### config.mk
export PLATFORM = sky130hd
export DESIGN_NAME = csr_regfile
export DESIGN_NICKNAME = d
export VERILOG_FILES = /design/src/rtl/csr_regfile_pkg.sv /design/src/rtl/csr_regfile_timer.sv /design/src/rtl/csr_regfile.sv
export SDC_FILE = /design/constraint.sdc
export NUM_CORES = 1
export LEC_CHECK = 0
export ABC_CLOCK_PERIOD_IN_PS = 2400
export BUFFER_PORTS_ARGS = -buffer_cell sky130_fd_sc_hd__buf_2
export CAP_MARGIN = 10
export CORE_MARGIN = 10
export CORE_UTILIZATION = 51
export CTS_CLUSTER_DIAMETER = 120
export DETAILED_ROUTE_END_ITERATION = 8
export PLACE_DENSITY = 0.77
export SLEW_MARGIN = 30
export SYNTH_ARGS = -nofsm -noshare
export SYNTH_HDL_FRONTEND = slang
export SYNTH_SLANG_ARGS = --single-unit
### constraint.sdc
create_clock -name clk -period 2.4 [get_ports clk]
set_input_delay 0.24 -clock clk [delete_from_list [all_inputs] [get_ports clk]]
set_output_delay 0.24 -clock clk [all_outputs]
set_load 0.02 [all_outputs]
### src/rtl/csr_regfile_pkg.sv
// Shared CSR numbers, field positions, writable-bit masks and exception codes
// for the csr_regfile slice.
package csr_regfile_pkg;

  localparam logic [13:0] CSR_CRMD   = 14'h000;
  localparam logic [13:0] CSR_PRMD   = 14'h001;
  localparam logic [13:0] CSR_ECFG   = 14'h004;
  localparam logic [13:0] CSR_ESTAT  = 14'h005;
  localparam logic [13:0] CSR_ERA    = 14'h006;
  localparam logic [13:0] CSR_BADV   = 14'h007;
  localparam logic [13:0] CSR_EENTRY = 14'h00C;
  localparam logic [13:0] CSR_SAVE0  = 14'h030;
  localparam logic [13:0] CSR_SAVE1  = 14'h031;
  localparam logic [13:0] CSR_SAVE2  = 14'h032;
  localparam logic [13:0] CSR_SAVE3  = 14'h033;
  localparam logic [13:0] CSR_TID    = 14'h040;
  localparam logic [13:0] CSR_TCFG   = 14'h041;
  localparam logic [13:0] CSR_TVAL   = 14'h042;
  localparam logic [13:0] CSR_TICLR  = 14'h044;

  localparam int CRMD_PLV_LO     = 0;
  localparam int CRMD_PLV_HI     = 1;
  localparam int CRMD_IE         = 2;
  localparam int CRMD_DA         = 3;
  localparam int PRMD_PPLV_LO    = 0;
  localparam int PRMD_PPLV_HI    = 1;
  localparam int PRMD_PIE        = 2;
  localparam int ESTAT_ECODE_LO  = 16;
  localparam int ESTAT_ECODE_HI  = 21;
  localparam int ESTAT_ESUB_LO   = 22;
  localparam int ESTAT_ESUB_HI   = 30;
  localparam int ESTAT_IS_TIMER  = 11;
  localparam int TCFG_EN         = 0;
  localparam int TCFG_PERIODIC   = 1;
  localparam int TICLR_CLR       = 0;

  localparam logic [31:0] CRMD_WMASK   = 32'h0000_000F;
  localparam logic [31:0] PRMD_WMASK   = 32'h0000_0007;
  localparam logic [31:0] ECFG_WMASK   = 32'h0000_1BFF;
  localparam logic [31:0] ESTAT_WMASK  = 32'h0000_0003;
  localparam logic [31:0] EENTRY_WMASK = 32'hFFFF_FFC0;
  localparam logic [31:0] FULL_WMASK   = 32'hFFFF_FFFF;
  localparam logic [31:0] CRMD_RESET   = 32'h0000_0008;

  localparam logic [5:0] ECODE_INT  = 6'h00;
  localparam logic [5:0] ECODE_ADEF = 6'h08;
  localparam logic [5:0] ECODE_ALE  = 6'h09;
  localparam logic [5:0] ECODE_SYS  = 6'h0B;
  localparam logic [5:0] ECODE_BRK  = 6'h0C;
  localparam logic [5:0] ECODE_INE  = 6'h0D;
  localparam logic [8:0] ESUBCODE_ADEF = 9'h000;

  // Masked merge restricted to the bits the register actually implements.
  function automatic logic [31:0] csr_merge(input logic [31:0] old_value,
                                            input logic [31:0] wmask,
                                            input logic [31:0] wvalue,
                                            input logic [31:0] writable);
    logic [31:0] m;
    m = wmask & writable;
    return (old_value & ~m) | (wvalue & m);
  endfunction

endpackage

### src/rtl/csr_regfile_timer.sv
// csr_timer: TCFG/TVAL/TICLR countdown timer; flags the 1->0 TVAL transition
// and TICLR clear requests for ESTAT.IS[11] in the register file.
module csr_timer
  import csr_regfile_pkg::*;
(
  input  logic        clk,
  input  logic        reset,
  input  logic        csr_we,
  input  logic [13:0] csr_num,
  input  logic [31:0] csr_wmask,
  input  logic [31:0] csr_wvalue,
  output logic [31:0] tcfg,
  output logic [31:0] tval,
  output logic        timer_int_set,
  output logic        timer_int_clr
);

  logic [31:0] tcfg_reg;
  logic [31:0] tcfg_next;
  logic [31:0] tval_reg;
  logic [31:0] tval_next;
  logic [31:0] wbits;
  logic        tcfg_we;
  logic        load;

  assign wbits     = csr_wvalue & csr_wmask;
  assign tcfg_we   = csr_we && (csr_num == CSR_TCFG);
  assign tcfg_next = tcfg_we ? csr_merge(tcfg_reg, csr_wmask, csr_wvalue, FULL_WMASK) : tcfg_reg;
  assign load      = tcfg_we && tcfg_next[TCFG_EN];

  // A reload from a TCFG write pre-empts the final tick of an old countdown.
  assign timer_int_set = !load && tcfg_reg[TCFG_EN] && (tval_reg == 32'd1);
  assign timer_int_clr = csr_we && (csr_num == CSR_TICLR) && wbits[TICLR_CLR];

  always_comb begin
    tval_next = tval_reg;
    if (load) begin
      tval_next = {tcfg_next[31:2], 2'b00};
    end else if (tcfg_reg[TCFG_EN]) begin
      if (tval_reg != 32'd0) begin
        tval_next = tval_reg - 32'd1;
      end else if (tcfg_reg[TCFG_PERIODIC]) begin
        tval_next = {tcfg_reg[31:2], 2'b00};
      end
    end
  end

  always_ff @(posedge clk) begin
    if (reset) begin
      tcfg_reg <= 32'h0;
      tval_reg <= 32'h0;
    end else begin
      tcfg_reg <= tcfg_next;
      tval_reg <= tval_next;
    end
  end

  assign tcfg = tcfg_reg;
  assign tval = tval_reg;

endmodule

### src/rtl/csr_regfile.sv
// LoongArch CSR file: writeback CSR port, exception/ertn flush, interrupts.
// Define CSR_TIMER_EN to build TID/TCFG/TVAL/TICLR and the timer interrupt.
module csr_regfile
  import csr_regfile_pkg::*;
#(
  parameter logic [31:0] TID_RESET = 32'h0
) (
  input  logic        clk,
  input  logic        reset,
  input  logic [13:0] csr_rnum,
  output logic [31:0] csr_rvalue,
  input  logic        csr_we,
  input  logic [13:0] csr_num,
  input  logic [31:0] csr_wmask,
  input  logic [31:0] csr_wvalue,
  input  logic        excp_flush,
  input  logic        ertn_flush,
  input  logic [5:0]  wb_ecode,
  input  logic [8:0]  wb_esubcode,
  input  logic [31:0] wb_pc,
  input  logic [7:0]  hw_int_in,
  output logic [31:0] ex_entry,
  output logic [31:0] era_pc,
  output logic        has_int,
  output logic [1:0]  crmd_plv
);

  logic [31:0] crmd_reg;
  logic [31:0] prmd_reg;
  logic [31:0] ecfg_reg;
  logic [31:0] estat_reg;
  logic [7:0]  hw_int_reg;
  logic [31:0] era_reg;
  logic [31:0] badv_reg;
  logic [31:0] eentry_reg;
  logic [31:0] save_reg [4];
  logic [3:0]  save_we;
  logic [31:0] estat_value;
  logic        timer_is;

  genvar gi;
  generate
    for (gi = 0; gi < 4; gi++) begin : g_save_we
      assign save_we[gi] = csr_we && (csr_num == (CSR_SAVE0 + 14'(gi)));
    end
  endgenerate

  always_ff @(posedge clk) begin
    if (reset) begin
      crmd_reg   <= CRMD_RESET;
      prmd_reg   <= 32'h0;
      ecfg_reg   <= 32'h0;
      estat_reg  <= 32'h0;
      hw_int_reg <= 8'h0;
      era_reg    <= 32'h0;
      badv_reg   <= 32'h0;
      eentry_reg <= 32'h0;
      for (int i = 0; i < 4; i++) save_reg[i] <= 32'h0;
    end else begin
      hw_int_reg <= hw_int_in;
      if (csr_we) begin
        case (csr_num)
          CSR_CRMD:   crmd_reg   <= csr_merge(crmd_reg, csr_wmask, csr_wvalue, CRMD_WMASK);
          CSR_PRMD:   prmd_reg   <= csr_merge(prmd_reg, csr_wmask, csr_wvalue, PRMD_WMASK);
          CSR_ECFG:   ecfg_reg   <= csr_merge(ecfg_reg, csr_wmask, csr_wvalue, ECFG_WMASK);
          CSR_ESTAT:  estat_reg  <= csr_merge(estat_reg, csr_wmask, csr_wvalue, ESTAT_WMASK);
          CSR_ERA:    era_reg    <= csr_merge(era_reg, csr_wmask, csr_wvalue, FULL_WMASK);
          CSR_BADV:   badv_reg   <= csr_merge(badv_reg, csr_wmask, csr_wvalue, FULL_WMASK);
          CSR_EENTRY: eentry_reg <= csr_merge(eentry_reg, csr_wmask, csr_wvalue, EENTRY_WMASK);
          default: ;
        endcase
      end
      for (int i = 0; i < 4; i++) begin
        if (save_we[i]) save_reg[i] <= csr_merge(save_reg[i], csr_wmask, csr_wvalue, FULL_WMASK);
      end
      // Flush assignments come last so they override a same-cycle CSR write.
      if (ertn_flush) begin
        crmd_reg[CRMD_PLV_HI:CRMD_PLV_LO] <= prmd_reg[PRMD_PPLV_HI:PRMD_PPLV_LO];
        crmd_reg[CRMD_IE]                 <= prmd_reg[PRMD_PIE];
      end else if (excp_flush) begin
        prmd_reg[PRMD_PPLV_HI:PRMD_PPLV_LO] <= crmd_reg[CRMD_PLV_HI:CRMD_PLV_LO];
        prmd_reg[PRMD_PIE]                  <= crmd_reg[CRMD_IE];
        crmd_reg[CRMD_PLV_HI:CRMD_PLV_LO]   <= 2'b00;
        crmd_reg[CRMD_IE]                   <= 1'b0;
        era_reg                             <= wb_pc;
        estat_reg[ESTAT_ECODE_HI:ESTAT_ECODE_LO] <= wb_ecode;
        estat_reg[ESTAT_ESUB_HI:ESTAT_ESUB_LO]   <= wb_esubcode;
      end
    end
  end

`ifdef CSR_TIMER_EN
  logic [31:0] tid_reg;
  logic [31:0] tcfg;
  logic [31:0] tval;
  logic        timer_int_set;
  logic        timer_int_clr;
  logic        timer_is_reg;

  csr_timer u_timer (
    .clk           (clk),
    .reset         (reset),
    .csr_we        (csr_we),
    .csr_num       (csr_num),
    .csr_wmask     (csr_wmask),
    .csr_wvalue    (csr_wvalue),
    .tcfg          (tcfg),
    .tval          (tval),
    .timer_int_set (timer_int_set),
    .timer_int_clr (timer_int_clr)
  );

  always_ff @(posedge clk) begin
    if (reset) begin
      tid_reg      <= TID_RESET;
      timer_is_reg <= 1'b0;
    end else begin
      if (csr_we && (csr_num == CSR_TID)) begin
        tid_reg <= csr_merge(tid_reg, csr_wmask, csr_wvalue, FULL_WMASK);
      end
      if (timer_int_set) begin
        timer_is_reg <= 1'b1;
      end else if (timer_int_clr) begin
        timer_is_reg <= 1'b0;
      end
    end
  end

  assign timer_is = timer_is_reg;
`else
  // TID_RESET has no effect without the timer; the AND keeps IS[11] at 0.
  assign timer_is = &{1'b0, TID_RESET[0]};
`endif

  // IS[12] and IS[10] are hard-wired to 0.
  assign estat_value = estat_reg | {19'b0, 1'b0, timer_is, 1'b0, hw_int_reg, 2'b00};

  always_comb begin
    csr_rvalue = 32'h0;
    case (csr_rnum)
      CSR_CRMD:   csr_rvalue = crmd_reg;
      CSR_PRMD:   csr_rvalue = prmd_reg;
      CSR_ECFG:   csr_rvalue = ecfg_reg;
      CSR_ESTAT:  csr_rvalue = estat_value;
      CSR_ERA:    csr_rvalue = era_reg;
      CSR_BADV:   csr_rvalue = badv_reg;
      CSR_EENTRY: csr_rvalue = eentry_reg;
      CSR_SAVE0:  csr_rvalue = save_reg[0];
      CSR_SAVE1:  csr_rvalue = save_reg[1];
      CSR_SAVE2:  csr_rvalue = save_reg[2];
      CSR_SAVE3:  csr_rvalue = save_reg[3];
`ifdef CSR_TIMER_EN
      CSR_TID:    csr_rvalue = tid_reg;
      CSR_TCFG:   csr_rvalue = tcfg;
      CSR_TVAL:   csr_rvalue = tval;
`endif
      default:    csr_rvalue = 32'h0;
    endcase
  end

  assign has_int  = crmd_reg[CRMD_IE] & (|(estat_value[12:0] & ecfg_reg[12:0]));
  assign ex_entry = eentry_reg;
  assign era_pc   = era_reg;
  assign crmd_plv = crmd_reg[CRMD_PLV_HI:CRMD_PLV_LO];

endmodule

Yosys cells after proc, flatten, opt, wreduce, memory -nomap -nowiden. Memories as Yosys holds them, arrays and structs flattened. Index checks and enable logic that the tools add are counted.

Bits in registers: 232. Bits in writable memories: 128. Output and inout bits: 99. Memories kept: 1.

Memories: save_reg (depth 4, bits a word 32, read ports 4, clocked after Yosys merged registers in 0, write ports 4, RTL line csr_regfile.sv:36) `logic [31:0] save_reg [4];`.

Eq/ne operators: 20. Mux-type cells: 35. Bitwise gates (word level): 41. Reduce and logical (&&, ||, !) cells: 16.

Operators with widths (number): bitwise AND 32 bit (13); bitwise OR 32 bit (11); case mux 32 bit (11 select lines) (1); 2-to-1 mux 32 bit (8); == test 14 x 3 -> 1 bit, second input constant (8); == test 14 x 6 -> 1 bit, second input constant (8); inverter 32 bit (2); 2-to-1 mux 31 bit (2); bitwise AND 32 x 13 -> 32 bit (1); bitwise AND 32 x 2 -> 32 bit (1); bitwise AND 32 x 3 -> 32 bit (1); bitwise AND 32 x 4 -> 32 bit (1); inverter 13 -> 32 bit (1); inverter 2 -> 32 bit (1); inverter 3 -> 32 bit (1); inverter 4 -> 32 bit (1); bitwise OR 32 x 10 -> 32 bit (1); 2-to-1 mux 15 bit (2); == test 14 x 1 -> 1 bit, second input constant (2); == test 14 x 4 -> 1 bit, second input constant (2); logical NOT 14 bit (2); 2-to-1 mux 3 bit (8); 2-to-1 mux 1 bit (14); AND reduction 2 bit (7); 6 further kinds (13).

Depth between registers and ports, before layout. Gate-level depths: netlist (run 1).

Depth after elaboration: 7. Gate-level depth with buffers: 8.

Least setup slack after synthesis (run 1). No wires, ideal clock.

Kind: input to register. From: input port csr_num[7]. To: memory save_reg[1][0] (enable). Setup time: 0.388 ns. Arrival: 2.174 ns. Data required time: 2.012 ns. Path slack: -0.161 ns. Stages on the path: 3. Cell sequence: or4_1 nor4_1 a21o_1.

RTL lines: start, declared (RTL line csr_regfile.sv:13) `input logic [13:0] csr_num,`; end, declared (RTL line csr_regfile.sv:36).

Worst setup path in the final report (run 1).
From: input port csr_rnum[6]. To: output port csr_rvalue[9].

Cells in the longest elaborated chain, start to end: 2. Elaborated cells between the ends (all ways): 12.

Ends and longest elaborated chain: start, declared (RTL line csr_regfile.sv:10) `input logic [13:0] csr_rnum,`; == test 14 x 6 -> 1 bit, or another cell as far along (RTL line csr_regfile.sv:140) `case (csr_rnum)`; case mux 32 bit (11 select lines) * (RTL line csr_regfile.sv:140); end, declared (RTL line csr_regfile.sv:11) `output logic [31:0] csr_rvalue,`.

Every way passes the cells marked *; elsewhere a longest branch is shown, timed or not.

==> results of run 1 <==
-- power by group through the flow --
stage          Sequential [mW]  Combinational (mW)  Clock (mW)
6_report                  4.90                1.12        4.28
5_1_grt                   4.92                1.19        4.45
4_1_cts                   4.90                1.08        4.28
3_5_place_dp              4.99               0.957           0
3_3_place_gp              4.99               0.944           0
2_1_floorplan             5.01               0.457           0
-- worst register-to-register path: stages, from the launching register on --
cell and delay, ns:
dfxtp_1 0.36, o21ai_0 0.10, a311oi_1 0.29, dlygate4sd3_1 0.59
-- worst paths after layout --
| kind | to | slack (ns) | depth (start not counted) |
|---|---|---|---|
| max | csr_rvalue[9] | 0.03 | 10 |
| min reg2reg | estat_reg[19] | 0.46 | 2 |
| max reg2reg | era_pc[0] | 1.00 | 3 |
| min | era_pc[6] | 0.009 | 3 |
-- cells by family (layout without fill, tap and decap cells) --
kind of cell    count (synthesis)  count (layout)
simple gates                  481             481
compound gates                511             511
buf+inv                       151             528
other cells                     1              10
mux                            41              41
flops                         262             262
-- routing by layer --
metal	up-vias	share of wire [%]
met5	-	0
met4	0	3.8
met3	195	12
met2	1165	48
met1	6746	36
li1	6185	-
-- cells in the mapped netlist (3+ instances only) --
| cell | number |
|---|---|
| inv_1 | 35 |
| o2bb2ai_1 | 13 |
| o21ai_0 | 110 |
| nor4_2 | 3 |
| dfxtp_1 | 134 |
| a22o_1 | 7 |
| a221oi_1 | 3 |
| nor2_1 | 45 |
| buf_1 | 3 |
| mux2i_1 | 24 |
| or4_1 | 6 |
| edfxtp_1 | 128 |
| a32oi_1 | 19 |
| a211oi_1 | 3 |
| nor4_1 | 5 |
| nand2b_1 | 6 |
| and4_1 | 6 |
| and2_1 | 5 |
| mux4_2 | 12 |
| nand2_1 | 236 |
| a22oi_1 | 52 |
| buf_4 | 10 |
| mux2_2 | 5 |
| nor4bb_1 | 4 |
| a311oi_1 | 34 |
| o22a_1 | 10 |
| nand4_1 | 47 |
| a21o_1 | 6 |
| nor2b_1 | 16 |
| o221ai_1 | 19 |
| a31oi_1 | 7 |
| a21oi_1 | 215 |
| nand3_1 | 86 |
| buf_2 | 18 |
| clkbuf_1 | 85 |
-- area by class of cell --
| cell class | count | area share (%) |
|---|---|---|
| antenna | 4 | 0.0579 |
| inverter | 35 | 0.760 |
| sequential | 262 | 37.8 |
| tap | 330 | 2.39 |
| timing repair buffer | 437 | 18.1 |
| clock buffer | 50 | 5.08 |
| clock inverter | 6 | 0.196 |
| multi-input combinational | 1039 | 35.7 |
-- cell usage in the layout (no fill, tap or decap), types with 5 or more instances in the layout --
cell,synthesis,layout
nand2_1,236,236
buf_2,18,235
a21oi_1,215,215
dfxtp_1,134,133
edfxtp_1,128,128
o21ai_0,110,108
dlygate4sd3_1,0,97
buf_4,10,87
nand3_1,86,85
a22oi_1,52,52
nand4_1,47,47
nor2_1,45,45
inv_1,35,35
a311oi_1,34,34
clkbuf_16,0,31
mux2i_1,24,24
a32oi_1,19,18
o221ai_1,19,16
clkbuf_1,85,16
buf_12,0,14
nor2b_1,16,13
o2bb2ai_1,13,13
mux4_2,12,12
o22a_1,10,10
a22o_1,7,7
a31oi_1,7,7
and4_1,6,6
conb_1,1,6
nand2b_1,6,5
mux2_2,5,5
-- stage by stage --
step	hold WS [ns]	power (mW)
detailed placement	0.450	5.95
floorplan	0.368	5.47
CTS	0.000778	10.3
global route	0.0172	10.6
global placement	0.443	5.93
finish	0.00945	10.3
-- timing repair --
item                                    in CTS  in global routing
endpoints found under the setup margin      18                 21
hold buffers                                97                  0
pin swaps                                    2                  3
hold endpoints to repair                   115                  0
setup buffers                                2                  2
gates resized for setup                      8                 18
==> results.json, run 1 <==
{
  "ys_top_cells_by_area": "edfxtp_1 (29%), dfxtp_1 (20%), a21oi_1 (8.2%), nand2_1 (6.7%), o21ai_0 (4.2%)",
  "count_of_flip_flops_with_a_built_in_enable_after_synthesis": 128,
  "grt_use_met3_pct": 6.47,
  "final_net_count": 1957,
  "routability_cong": 0.986,
  "worst_clock_skew_ns": 0.00334,
  "ys_dominant_reg_cell": "dfxtp_1",
  "start_point_of_the_worst_min_delay_path": "wb_pc[6]",
  "holdCritPathClass": "in2reg",
  "final_cell_area_um2": 17300,
  "clkLatencyLatePin_ns": 0.55,
  "drt-total-wl_um": 52000,
  "timing.fmax_ghz": 0.421,
  "dp_worst_setup_slack_ns": -0.158,
  "grt_first_pass_wirelength_um": 79400,
  "first_pass_iters": 7,
  "synth_top_family_by_area": "compound AO/OA/AOI/OAI gates",
  "internal-power_mw": 7.72,
  "regArea_um2": 6530,
  "setup_ws_ns": 0.0255,
  "hold_viol": 0,
  "fillers": 1909,
  "power.switching_mw": 2.59,
  "initial_core_utilization_pct": 52.1,
  "clkSlewWorstSetupHoldPaths_ns": 0.06,
  "worst_reg2reg_path_startpoint": "era_pc[0]",
  "htree_num_levels": 1,
  "tritoncts": "done",
  "async_flop_share_pct": 0,
  "via_count_of_the_first_global_routing_pass": 14100,
  "multi_input_comb_area_um2": 6160,
  "final-instance-count-excl-fill": 2163,
  "port_buffers": 244,
  "complex_gate_fraction_of_the_synthesized_area_pct": 24.0,
  "synth.lib_cells_used.distinct": 61,
  "vdd_ir_drop_max_v": 0.000601,
  "die-area_um2": 32700,
  "overall_track_demand_over_capacity_in_global_routing_pct": 29.8,
  "via_per_inst": 6.61,
  "number_of_clock_sinks": 262,
  "cts-buffers-inserted": 30,
  "timing.max_slew.rel_slack_pct": 56.5,
  "critical_path.startpoint_type": "input port",
  "worst-setup-path-type": "in2out",
  "final.setup.tns_ns": 0,
  "setup.worst_path.start": "csr_rnum[6]",
  "vias": 14300,
  "chipWidth_um": 181,
  "worst_path_max_delay_cell": "or4_4",
  "setup_repair_after_global_routing_missed_its_margin": "yes",
  "total_leakage_power_nw": 6.52,
  "synth.avg_cell_area_um2": 9.11,
  "finish.utilization_pct": 68.2,
  "place.detailed.instances": 2003,
  "synthesis.instances": 1447,
  "cp_num_buf_inv": 6,
  "post_synthesis_cell_area_um2": 13200,
  "io-pin-count": 251,
  "final.period_utilization_pct": 98.9,
  "cts.root.buffer_cell": "clkbuf_16",
  "die-height_um": 181,
  "simple_logic_cell_fraction_of_the_synthesized_area_pct": 17.5,
  "cap_viol_max_count": 0,
  "netlist.top_cell.by_area": "edfxtp_1",
  "postSynthRegisterBits": 262,
  "grt_remaining_overflow": 0,
  "final_setup_violating_endpoints": 0,
  "finalCriticalPeriod_ns": 2.37,
  "design.core.area_um2": 25300,
  "antenna_violating_nets_post_route": 0,
  "groute.layer.met1.usage_pct": 36.7,
  "yosysWarningCount": 0,
  "critPathMaxStageDelay_ns": 0.52,
  "power.share.clock_pct": 41.5,
  "synth.top_cell.area_share_pct": 29.1,
  "critical_path_peak_fanout": 4,
  "sum_of_net_half_perimeters_after_detailed_placement_um": 34300,
  "place_area_um2": 15300,
  "synth_fa_ha_area_share_pct": 0,
  "critPathArrivalTime_ns": 2.13,
  "timing.final.max_slew_violations": 0,
  "remaining_drc_errors": 0,
  "cellPowerDensity_nw_per_um2": 597,
  "final_layout_size_suffix_gt1_share_pct": 23.2,
  "routed_wire_length_per_instance_um": 24.1,
  "p_comb_share_pct": 10.9,
  "worstMarginPinSlew_ns": 0.653,
  "critical_path.cell_chain": "buf_2, or4_4, buf_6, buf_12, nor4_4, buf_4, buf_6, a32oi_1, o21ai_1, buf_4",
  "gr-usage-met2_pct": 50.0,
  "rows": 58,
  "required_ns": 2.16,
  "post_synth_xor_area_fraction_pct": 0,
  "post_synth_mux_area_share_pct": 4.30,
  "p_seq_share_pct": 47.6,
  "antenna_violations_before_repair": 3,
  "area_growth_from_synthesis_to_final_layout_pct": 31.0,
  "detailedRoute.firstIterationViolations": 2309,
  "outcome": "finished clean",
  "power.switching_fraction_pct": 25.1,
  "yosysSeqAreaShare_pct": 49.5,
  "clockBufferDepth": 3,
  "path_delay_family": "buffers and inverters",
  "endpoint_kind": "output pin",
  "largest_net_degree_at_the_start_of_global_routing": 55,
  "global_route.peak_usage_layer": "met2"
}
Power figures use the tool's default switching activity.
==> run 2, diff against run 1 <==
--- a/config.mk
+++ b/config.mk
@@ -12,6 +12,7 @@
 export CORE_UTILIZATION = 51
 export CTS_CLUSTER_DIAMETER = 120
 export DETAILED_ROUTE_END_ITERATION = 8
+export HOLD_SLACK_MARGIN = 0.03
 export PLACE_DENSITY = 0.77
 export SLEW_MARGIN = 30
 export SYNTH_ARGS = -nofsm -noshare
==> results.json, run 2 (synthesis gave the netlist of run 1 again) <==
{
  "outcome": "complete, but fails checks",
  "violations": "design-rule violations",
  "vias": 14800,
  "worstMarginPinSlew_ns": 0.663,
  "die-area_um2": 32700,
  "design.core.area_um2": 25300,
  "antenna_violating_nets_post_route": 0,
  "timing.fmax_ghz": 0.422,
  "overall_track_demand_over_capacity_in_global_routing_pct": 31.3,
  "routed_wire_length_per_instance_um": 24.4,
  "setup_repair_after_global_routing_missed_its_margin": "yes",
  "final_net_count": 2025,
  "io-pin-count": 251,
  "clkSlewWorstSetupHoldPaths_ns": 0.06,
  "total_leakage_power_nw": 6.79,
  "holdCritPathClass": "in2reg",
  "timing.max_slew.rel_slack_pct": 55.8,
  "drt-total-wl_um": 54400,
  "chipWidth_um": 181,
  "mostFrequentLayoutCell": "nand2_1",
  "layout_common_cells": "nand2_1 (236), buf_2 (233), a21oi_1 (215)",
  "cts.root.buffer_cell": "clkbuf_16",
  "whs_path_depth": 3,
  "via_count_of_the_first_global_routing_pass": 14800,
  "port_buffers": 244,
  "cellPowerDensity_nw_per_um2": 580,
  "first_pass_iters": 8,
  "routability_cong": 0.986,
  "initial_core_utilization_pct": 52.1,
  "critical_path.startpoint_type": "flip-flop",
  "via_per_inst": 6.65,
  "critPathArrivalTime_ns": 2.13,
  "tritoncts": "done",
  "rows": 58,
  "timing.final.max_slew_violations": 0,
  "area_growth_from_synthesis_to_final_layout_pct": 36.1,
  "largest_net_degree_at_the_start_of_global_routing": 55,
  "worst_clock_skew_ns": 0.00230,
  "remaining_drc_errors": 4,
  "vdd_ir_drop_max_v": 0.000586,
  "required_ns": 2.16,
  "die-height_um": 181,
  "worst-setup-path-type": "reg2out",
  "endpoint_kind": "output pin",
  "clkLatencyLatePin_ns": 0.55,
  "cap_viol_max_count": 0,
  "finalCriticalPeriod_ns": 2.37,
  "final_layout_size_suffix_gt1_share_pct": 22.2,
  "detailedRoute.firstIterationViolations": 2413,
  "finish.utilization_pct": 70.9,
  "final.period_utilization_pct": 98.8,
  "critical_path_peak_fanout": 2,
  "sum_of_net_half_perimeters_after_detailed_placement_um": 34300,
  "grt_first_pass_wirelength_um": 83500,
  "antenna_violations_before_repair": 3,
  "clockBufferDepth": 3,
  "final_cell_area_um2": 17900,
  "place_area_um2": 15300,
  "cts-buffers-inserted": 30,
  "hold_viol": 0,
  "reg2regPathDepth": 3,
  "final_setup_violating_endpoints": 0,
  "htree_num_levels": 1,
  "grt_remaining_overflow": 0,
  "number_of_clock_sinks": 262
}
==> run 2: per-layer routing <==
layer,vias to the layer above,GRT usage [%],wire length (µm)
met4,0,14.2,2420
met3,260,7.51,7220
met2,1367,52.2,25800
met1,6898,37.5,18900
met5,-,0,0
li1,6322,-,-
==> run 2: area by class of cell <==
cell class | count | area, µm²
Antenna cell | 4 | 10.0
Clock buffer | 50 | 877
Clock inverter | 6 | 33.8
Fill cell | 1791 | 7380
Inverter | 35 | 131
Multi-Input combinational cell | 1039 | 6140
Sequential cell | 262 | 6530
Tap cell | 330 | 413
Timing Repair Buffer | 505 | 3810
==> run 2: worst max-delay path, stage by stage, from the launching register on <==
cell and delay (ns):
edfxtp_1 0.40, mux4_2 0.52, a32oi_2 0.32, o21ai_1 0.15, buf_4 0.18
==> run 2: repair_timing <==
| item | in CTS | in global routing |
|---|---|---|
| buffers inserted | 2 | 1 |
| setup endpoints to repair | 18 | 22 |
| pin swaps | 2 | 4 |
| gates cloned | 0 | 0 |
| hold buffers | 166 | 0 |
| endpoints found under the hold margin | 129 | 0 |
| gates resized for setup | 8 | 18 |
==> run 2: worst paths after layout <==
kind                                       from  slack (ns)        endpoint
worst max-delay path            save_reg[2][31]        0.03  csr_rvalue[31]
worst max register to register       era_pc[10]        0.87      era_pc[10]
worst min-delay path              csr_wmask[11]        0.04       flip-flop
worst min register to register    estat_reg[17]        0.46   estat_reg[17]
==> run 2: report_power, final <==
group          switching (mW)  leakage [nW]  internal [mW]
sequential             0.0925          2.41           4.81
combinational           0.713          3.94          0.485
clock                    1.83         0.438           2.47
total                    2.63          6.79           7.77
==> run 2: stage by stage <==
step	setup slack, ns	std cells	total power [mW]	TNS (ns)	hold WS, ns
after floorplan	0.0218	1452	5.47	0	0.368
after global placement	-0.160	2003	5.93	-1.13	0.443
after detailed placement	-0.158	2003	5.95	-1.30	0.450
after CTS	0.00408	2227	10.3	0	0.0305
after global routing	-0.0434	2230	10.6	-0.0804	0.0550
final	0.0293	2231	10.4	0	0.0448
